[config.mk]
export PLATFORM = sky130hd
export DESIGN_NAME = serial_adder_ctrl
export DESIGN_NICKNAME = d
export VERILOG_FILES = /design/src/rtl/serial_adder_ctrl.sv
export SDC_FILE = /design/constraint.sdc
export NUM_CORES = 1
export LEC_CHECK = 0
export CAP_MARGIN = 20
export CORE_UTILIZATION = 48
export DETAILED_ROUTE_END_ITERATION = 12
export GPL_ROUTABILITY_DRIVEN = 0
export PLACE_DENSITY = 0.85
export SLEW_MARGIN = 20
export SYNTH_ARGS = -nofsm -noshare
export SYNTH_HDL_FRONTEND = slang
export SYNTH_SLANG_ARGS = --single-unit
[constraint.sdc]
create_clock -name clk -period 1.8 [get_ports clk]
set_clock_uncertainty 0.2 [all_clocks]
set_input_delay 0.27 -clock clk [delete_from_list [all_inputs] [get_ports clk]]
set_output_delay 0.27 -clock clk [all_outputs]
set_load 0.1 [all_outputs]
[src/rtl/serial_adder_ctrl.sv]
`timescale 1ns/1ps
// serial_adder_ctrl: bit-serial add/subtract engine.
// One full-adder slice is reused for WIDTH cycles, LSB first, with a carry
// flip-flop between bits. Results shift into sum from the MSB side.
//
// Handshake: start is sampled only in IDLE; once taken, busy is high for
// exactly WIDTH cycles, then done is high for exactly one cycle and the
// engine returns to IDLE. start seen in RUN or DONE is dropped. busy and done
// are flops (never both high), so the state is fully visible as
// {busy, done}: 00 = IDLE, 10 = RUN, 01 = DONE.
module serial_adder_ctrl #(
    parameter int WIDTH = 8
) (
    input  logic             clk,
    input  logic             rst,
    input  logic             start,
    input  logic             sub,
    input  logic [WIDTH-1:0] a,
    input  logic [WIDTH-1:0] b,
    input  logic             cin,
    output logic             busy,
    output logic             done,
    output logic [WIDTH-1:0] sum,
    output logic             cout,
    output logic             ovf
);

    localparam int CW = (WIDTH > 1) ? $clog2(WIDTH) : 1;
    localparam logic [CW-1:0] LAST_BIT = CW'(WIDTH - 1);

    typedef enum logic [1:0] {
        ST_IDLE = 2'd0,
        ST_RUN  = 2'd1,
        ST_DONE = 2'd2
    } state_t;

    state_t           state_q, state_d;
    logic [CW-1:0]    cnt_q, cnt_d;
    logic [WIDTH-1:0] a_sh_q, a_sh_d;
    logic [WIDTH-1:0] b_sh_q, b_sh_d;
    logic             c_q, c_d;
    logic [WIDTH-1:0] sum_q, sum_d;
    logic             cout_q, cout_d;
    logic             ovf_q, ovf_d;
    logic             busy_q, busy_d;
    logic             done_q, done_d;

    // The single full-adder slice working on the current LSBs.
    logic s_bit;
    logic c_next;
    assign s_bit  = a_sh_q[0] ^ b_sh_q[0] ^ c_q;
    assign c_next = (a_sh_q[0] & b_sh_q[0]) | (a_sh_q[0] & c_q) | (b_sh_q[0] & c_q);

    // Next-state, datapath update and registered status decode.
    always_comb begin
        state_d = state_q;
        cnt_d   = cnt_q;
        a_sh_d  = a_sh_q;
        b_sh_d  = b_sh_q;
        c_d     = c_q;
        sum_d   = sum_q;
        cout_d  = cout_q;
        ovf_d   = ovf_q;
        case (state_q)
            ST_IDLE: begin
                if (start) begin
                    // Subtraction is A + ~B + 1; the +1 rides in on the carry.
                    a_sh_d  = a;
                    b_sh_d  = sub ? ~b : b;
                    c_d     = sub ? 1'b1 : cin;
                    cnt_d   = '0;
                    state_d = ST_RUN;
                end
            end
            ST_RUN: begin
                a_sh_d = a_sh_q >> 1;
                b_sh_d = b_sh_q >> 1;
                sum_d  = {s_bit, sum_q[WIDTH-1:1]};
                c_d    = c_next;
                cnt_d  = cnt_q + CW'(1);
                if (cnt_q == LAST_BIT) begin
                    // c_q is the carry into the MSB on this edge.
                    cout_d  = c_next;
                    ovf_d   = c_q ^ c_next;
                    state_d = ST_DONE;
                end
            end
            ST_DONE: begin
                state_d = ST_IDLE;
            end
            default: begin
                state_d = ST_IDLE;
            end
        endcase
        busy_d = (state_d == ST_RUN);
        done_d = (state_d == ST_DONE);
    end

    // State and datapath registers with synchronous reset.
    always_ff @(posedge clk) begin
        if (rst) begin
            state_q <= ST_IDLE;
            cnt_q   <= '0;
            a_sh_q  <= '0;
            b_sh_q  <= '0;
            c_q     <= 1'b0;
            sum_q   <= '0;
            cout_q  <= 1'b0;
            ovf_q   <= 1'b0;
            busy_q  <= 1'b0;
            done_q  <= 1'b0;
        end else begin
            state_q <= state_d;
            cnt_q   <= cnt_d;
            a_sh_q  <= a_sh_d;
            b_sh_q  <= b_sh_d;
            c_q     <= c_d;
            sum_q   <= sum_d;
            cout_q  <= cout_d;
            ovf_q   <= ovf_d;
            busy_q  <= busy_d;
            done_q  <= done_d;
        end
    end

    assign busy = busy_q;
    assign done = done_q;
    assign sum  = sum_q;
    assign cout = cout_q;
    assign ovf  = ovf_q;

endmodule

Yosys cells after proc, flatten, opt, wreduce, memory -nomap -nowiden
Cells that the tools add are included.
- bits in writable memories: 0
- input bits: 21
- latch bits: 0
- output and inout bits: 12
- memories: 0
- memory bits (read-only): 0
- logic and storage cells: 42
- register bits after elaboration: 34
- reduce and logical (&&, ||, !) cells: 4
- bitwise gates (word level): 9
- $mul: 0
- magnitude comparators: 0
- add/subtract/negate cells: 1
- multiplexer cells: 13
- shift operators: 0
- div/mod/pow operators: 0
- eq/ne operators: 5
- operators with widths (operator ; count):
    case mux 8 bit (2 select lines) ; 2
    two-way mux 8 bit ; 3
    NOT 8 bit ; 1
    case mux 3 bit (2 select lines) ; 1
    == test 2 x 1 -> 1 bit, second input constant ; 2
    two-way mux 2 bit ; 2
    case mux 2 bit (2 select lines) ; 1
    AND reduction 2 bit ; 2
    adder 3 x 1 -> 3 bit, second input constant ; 1
    bitwise AND 1 bit ; 3
    == test 3 bit, second input constant ; 1
    two-way mux 3 bit ; 1
    XOR 1 bit ; 3
    == test 2 bit, second input constant ; 1
    logical NOT 2 bit ; 1
    two-way mux 1 bit ; 2
    inequality test 2 bit, second input constant ; 1
    bitwise OR 1 bit ; 2
    case mux 1 bit (2 select lines) ; 1
    nonzero test 2 bit ; 1

Depth between registers and ports, before layout
- depth after elaboration: 4
- mapped depth: 5
- mapped depth without buffers: 5

Worst setup path before layout
OpenSTA, ideal clock, no wires.
- path type: reg2reg
- start point: register sum[7] (netlist name)
- end point: register sum_q[7], in the netlist sum[7]
- required time: 1529 ps
- setup slack: 342 ps
- cell stages (with the launch flop): 3
- path buffers: 0
- data arrival time: 1188 ps
- setup time: 71 ps
- clock period less this slack: 1458 ps
- cells stage by stage: dfxtp_1 -> nand2_1 -> a21oi_1
- RTL lines (item ; RTL line ; source):
    end signal: assignment ; 118 ; sum_q <= sum_d;
    end: declaration ; 42 ; logic [WIDTH-1:0] sum_q, sum_d;

Worst setup path after layout
- start point: register state_q[0]
- end point: register a_sh_q[4]
- word-level cells in the longest chain between the ends: 3
- elaborated cells on any way between the ends: 6
- those cells by class: eq/ne: 2; mux: 1; reduce/logical: 3
- RTL lines (item ; RTL line ; source):
    start: declaration ; 37 ; state_t state_q, state_d;
    start signal: assignment ; 113 ; state_q <= state_d;
    == test 2 x 1 -> 1 bit / logical NOT 2 bit (equally long branches) ; 64 ; case (state_q)
    nonzero test 2 bit (no source line) / inequality test 2 bit (equally long branches) ; n/a ;
    AND reduction 2 bit (no source line) ; n/a ;
    end signal: assignment ; 115 ; a_sh_q <= a_sh_d;
    end: declaration ; 39 ; logic [WIDTH-1:0] a_sh_q, a_sh_d;
Several ways; a longest one is shown, not always the timed one.
A chain may end at the register's enable or synchronous reset.

==> results by group <==
Global route
  • Initial antenna violation count: 0
  • Global-route wire length before repair: 5120 um
  • Pin count of the biggest net entering global routing: 22
  • GRT Util Overall: 0.215
  • Number of global-route vias before repair: 1187
  • Total gr overflow: 0

STA
  • RSZ-0062 raised after global routing: no
  • Final critical-path share of the clock period: 0.874
  • Final WS setup: 0.226 ns
  • Highest Clock Rate: around 640 MHz
  • Minimum clock period: roughly 1.6 ns
  • Final number of hold-violating endpoints: 0
  • Slew headroom: 0.735
  • Slew @ Worst Pin: ~0.40 ns
  • Worst hold margin: approximately 0.3 ns
  • Final setup viols: 0
  • Count of pins over their slew limit: 0
  • Setup TNS: 0 ns

Power
  • Maximum vdd drop: about 740 uV
  • Lkg Pwr: roughly 0.71 nW
  • Total Power: between 1.5 and 2 mW
  • Pwr Density: about 830 mW/mm2

Clocking
  • H-tree Lvls: 2
  • CTS sink count: 34
  • Clk buf depth: 2
  • Root Buffer: clkbuf_4
  • Post CTS Setup Buffer Count: 0
  • Post-CTS Resized: 0
  • TritonCTS clock tree: done
  • Hold buffers post-CTS: 0
  • Clk_lat worst skew: ~0.34 ns
  • Worst-path clk slew: approximately 0.10 ns
  • Cts bufs inserted: 5

Worst setup path
  • R2r startpoint: state_q[0]
  • Crit Path Max Fanout: 8
  • Setup crit start: state_q[0]
  • Critical Path RT: approximately 1.9 ns
  • Critical path arrival: roughly 1.6 ns
  • Critical path endpoint category: flip-flop
  • Crit path to: a_sh_q[4]
  • Reg2reg path depth: 3
  • Setup crit start kind: flip-flop
  • Worst r2r dst: a_sh_q[4]
  • R2r setup slk: about 0.23 ns
  • CP Class: flip-flop to flip-flop

Placed design
  • I/O Buffers: 32
  • Dpl cells: 207
  • Post-DP Area: approximately 0.0019 mm2
  • Pre-CTS setup slack: roughly 0.0028 ns
  • Dpl hpwl: 2220 um

Detailed routing
  • Total iterations of the first detailed-routing run: 4
  • Via count: ~1200
  • Final wirelength: roughly 3000 um
  • Vias per cell: 5.75
  • WL/cell: 14.1 um
  • Remaining routing DRC violations: 0
  • 1st-iter DRT viols: 14
  • Post-route ant nets: 0

Cells and area
  • Filler instances: 200
  • Reg area: 681 um2
  • Fin area: between 0.0015 and 0.002 mm2
  • Layout Utilization: 0.706
  • Area Growth Syn to Fin: 38.9%
  • Layout cell share with drive strength beyond 1: 0.147
  • Finished Layout Cells: roughly 220
  • Multi-input logic area: roughly 660 um2
  • Most frequent cells in the layout: dfxtp_1 (34), clkdlybuf4s50_1 (20), nand2_1 (18)
  • Nets: between 200 and 250
  • N_diodes: 0
  • Commonest non-fill, non-tap cell in the layout: dfxtp_1

Logic synthesis
  • Top_reg_cell synth: dfxtp_1
  • Synth Warn #: 0
  • Yosys cell types: 26
  • Post-synth EDFFs: 0
  • Async SR Flop Fraction: 0
  • Post-Syn Instances: 150
  • Mean Syn Cell Area: 9.35 um2
  • Seq/Total Area, Yosys: 0.485
  • Syn nets: 174
  • Synth Cell Area: 0.00140 mm2
  • Synth Register Bits: 34

Floorplanning
  • Top Ports: 33
  • Initial core utilization: 0.509
  • Die ar.: between 0.003 and 0.004 mm2
  • Core area: around 0.0028 mm2
  • Die Span X: approximately 56 um
  • Die Y: 56.1 um
  • # rows: 19

Min path
  • Hold Path Class: flip-flop to flip-flop

Run
  • Max-Cap Viols: 0

Run status
  • Run status: completed
-- worst min-delay path by stage --
| stage | start | end | slack [ns] | cells after the start |
|---|---|---|---|---|
| detailed placement | cout | cout | 0.29 | 2 |
| floorplan | a[7] | a_sh_q[7] | 0.22 | 2 |
| finish | cout | cout | 0.30 | 2 |
| CTS | cout | cout | 0.31 | 2 |
| global route | cout | cout | 0.32 | 2 |
| global placement | sum[0] | sum[0] | 0.28 | 2 |
-- cell type report --
| type | instances | area share |
|---|---|---|
| clock inverters | 1 | 0.0154 |
| repair buffers | 37 | 0.252 |
| flip-flops and latches | 34 | 0.349 |
| well taps | 31 | 0.0199 |
| clock buffers | 7 | 0.0231 |
| inverters | 2 | 0.00385 |
| multi-input cells | 103 | 0.337 |
-- Yosys cell counts, types with 2 or more instances --
library cell	number	share of area
nand2b_1	3	0.013
nand3_1	2	0.0071
a21oi_1	10	0.036
a211oi_1	9	0.048
nand3b_1	2	0.011
buf_2	3	0.011
xnor2_1	7	0.044
dfxtp_1	34	0.49
xor2_1	2	0.012
inv_1	2	0.0054
nor2_1	15	0.040
ha_1	2	0.018
a22oi_1	11	0.059
buf_4	2	0.011
o22ai_1	14	0.062
nand2_1	18	0.048
clkbuf_1	5	0.013
-- cell families (layout without fill, tap and decap cells) --
kind of cell,Yosys count,in the layout,synth area share
compound gates,48,48,0.237
flops,34,34,0.485
simple gates,42,42,0.134
fa+ha+maj,3,3,0.0321
buf+inv,13,47,0.0482
mux,1,1,0.00714
xor+xnor,9,9,0.0562
-- report_power, final --
part / leakage, nW / internal, mW / total, mW / switching, mW
clock network: 0.0395 / 0.294 / 0.542 / 0.247
logic: 0.397 / 0.124 / 0.254 / 0.130
registers: 0.278 / 0.791 / 0.821 / 0.0303
total: 0.714 / 1.21 / 1.62 / 0.408
-- state kept, by name, summed over array words and instances, names as in the netlist --
name     flops
a_sh_q       8
b_sh_q       8
sum          8
cnt_q        3
state_q      2
busy         1
c_q          1
cout         1
done         1
ovf          1
-- layer usage --
metal / vias to the layer above / track usage / part of all wire
met5: - / 0 / 0
met2: 43 / 0.376 / 0.52
met4: 0 / 0.101 / 0.028
met3: 11 / 0.0767 / 0.044
met1: 580 / 0.230 / 0.41
li1: 602 / - / -
-- critical path, cell delays in order, from the launching register on --
cell and delay, ns:
dfxtp_1 0.54, nand2b_1 0.33, o22ai_1 0.13, a211oi_1 0.29
(Power assumes the default switching activity.)
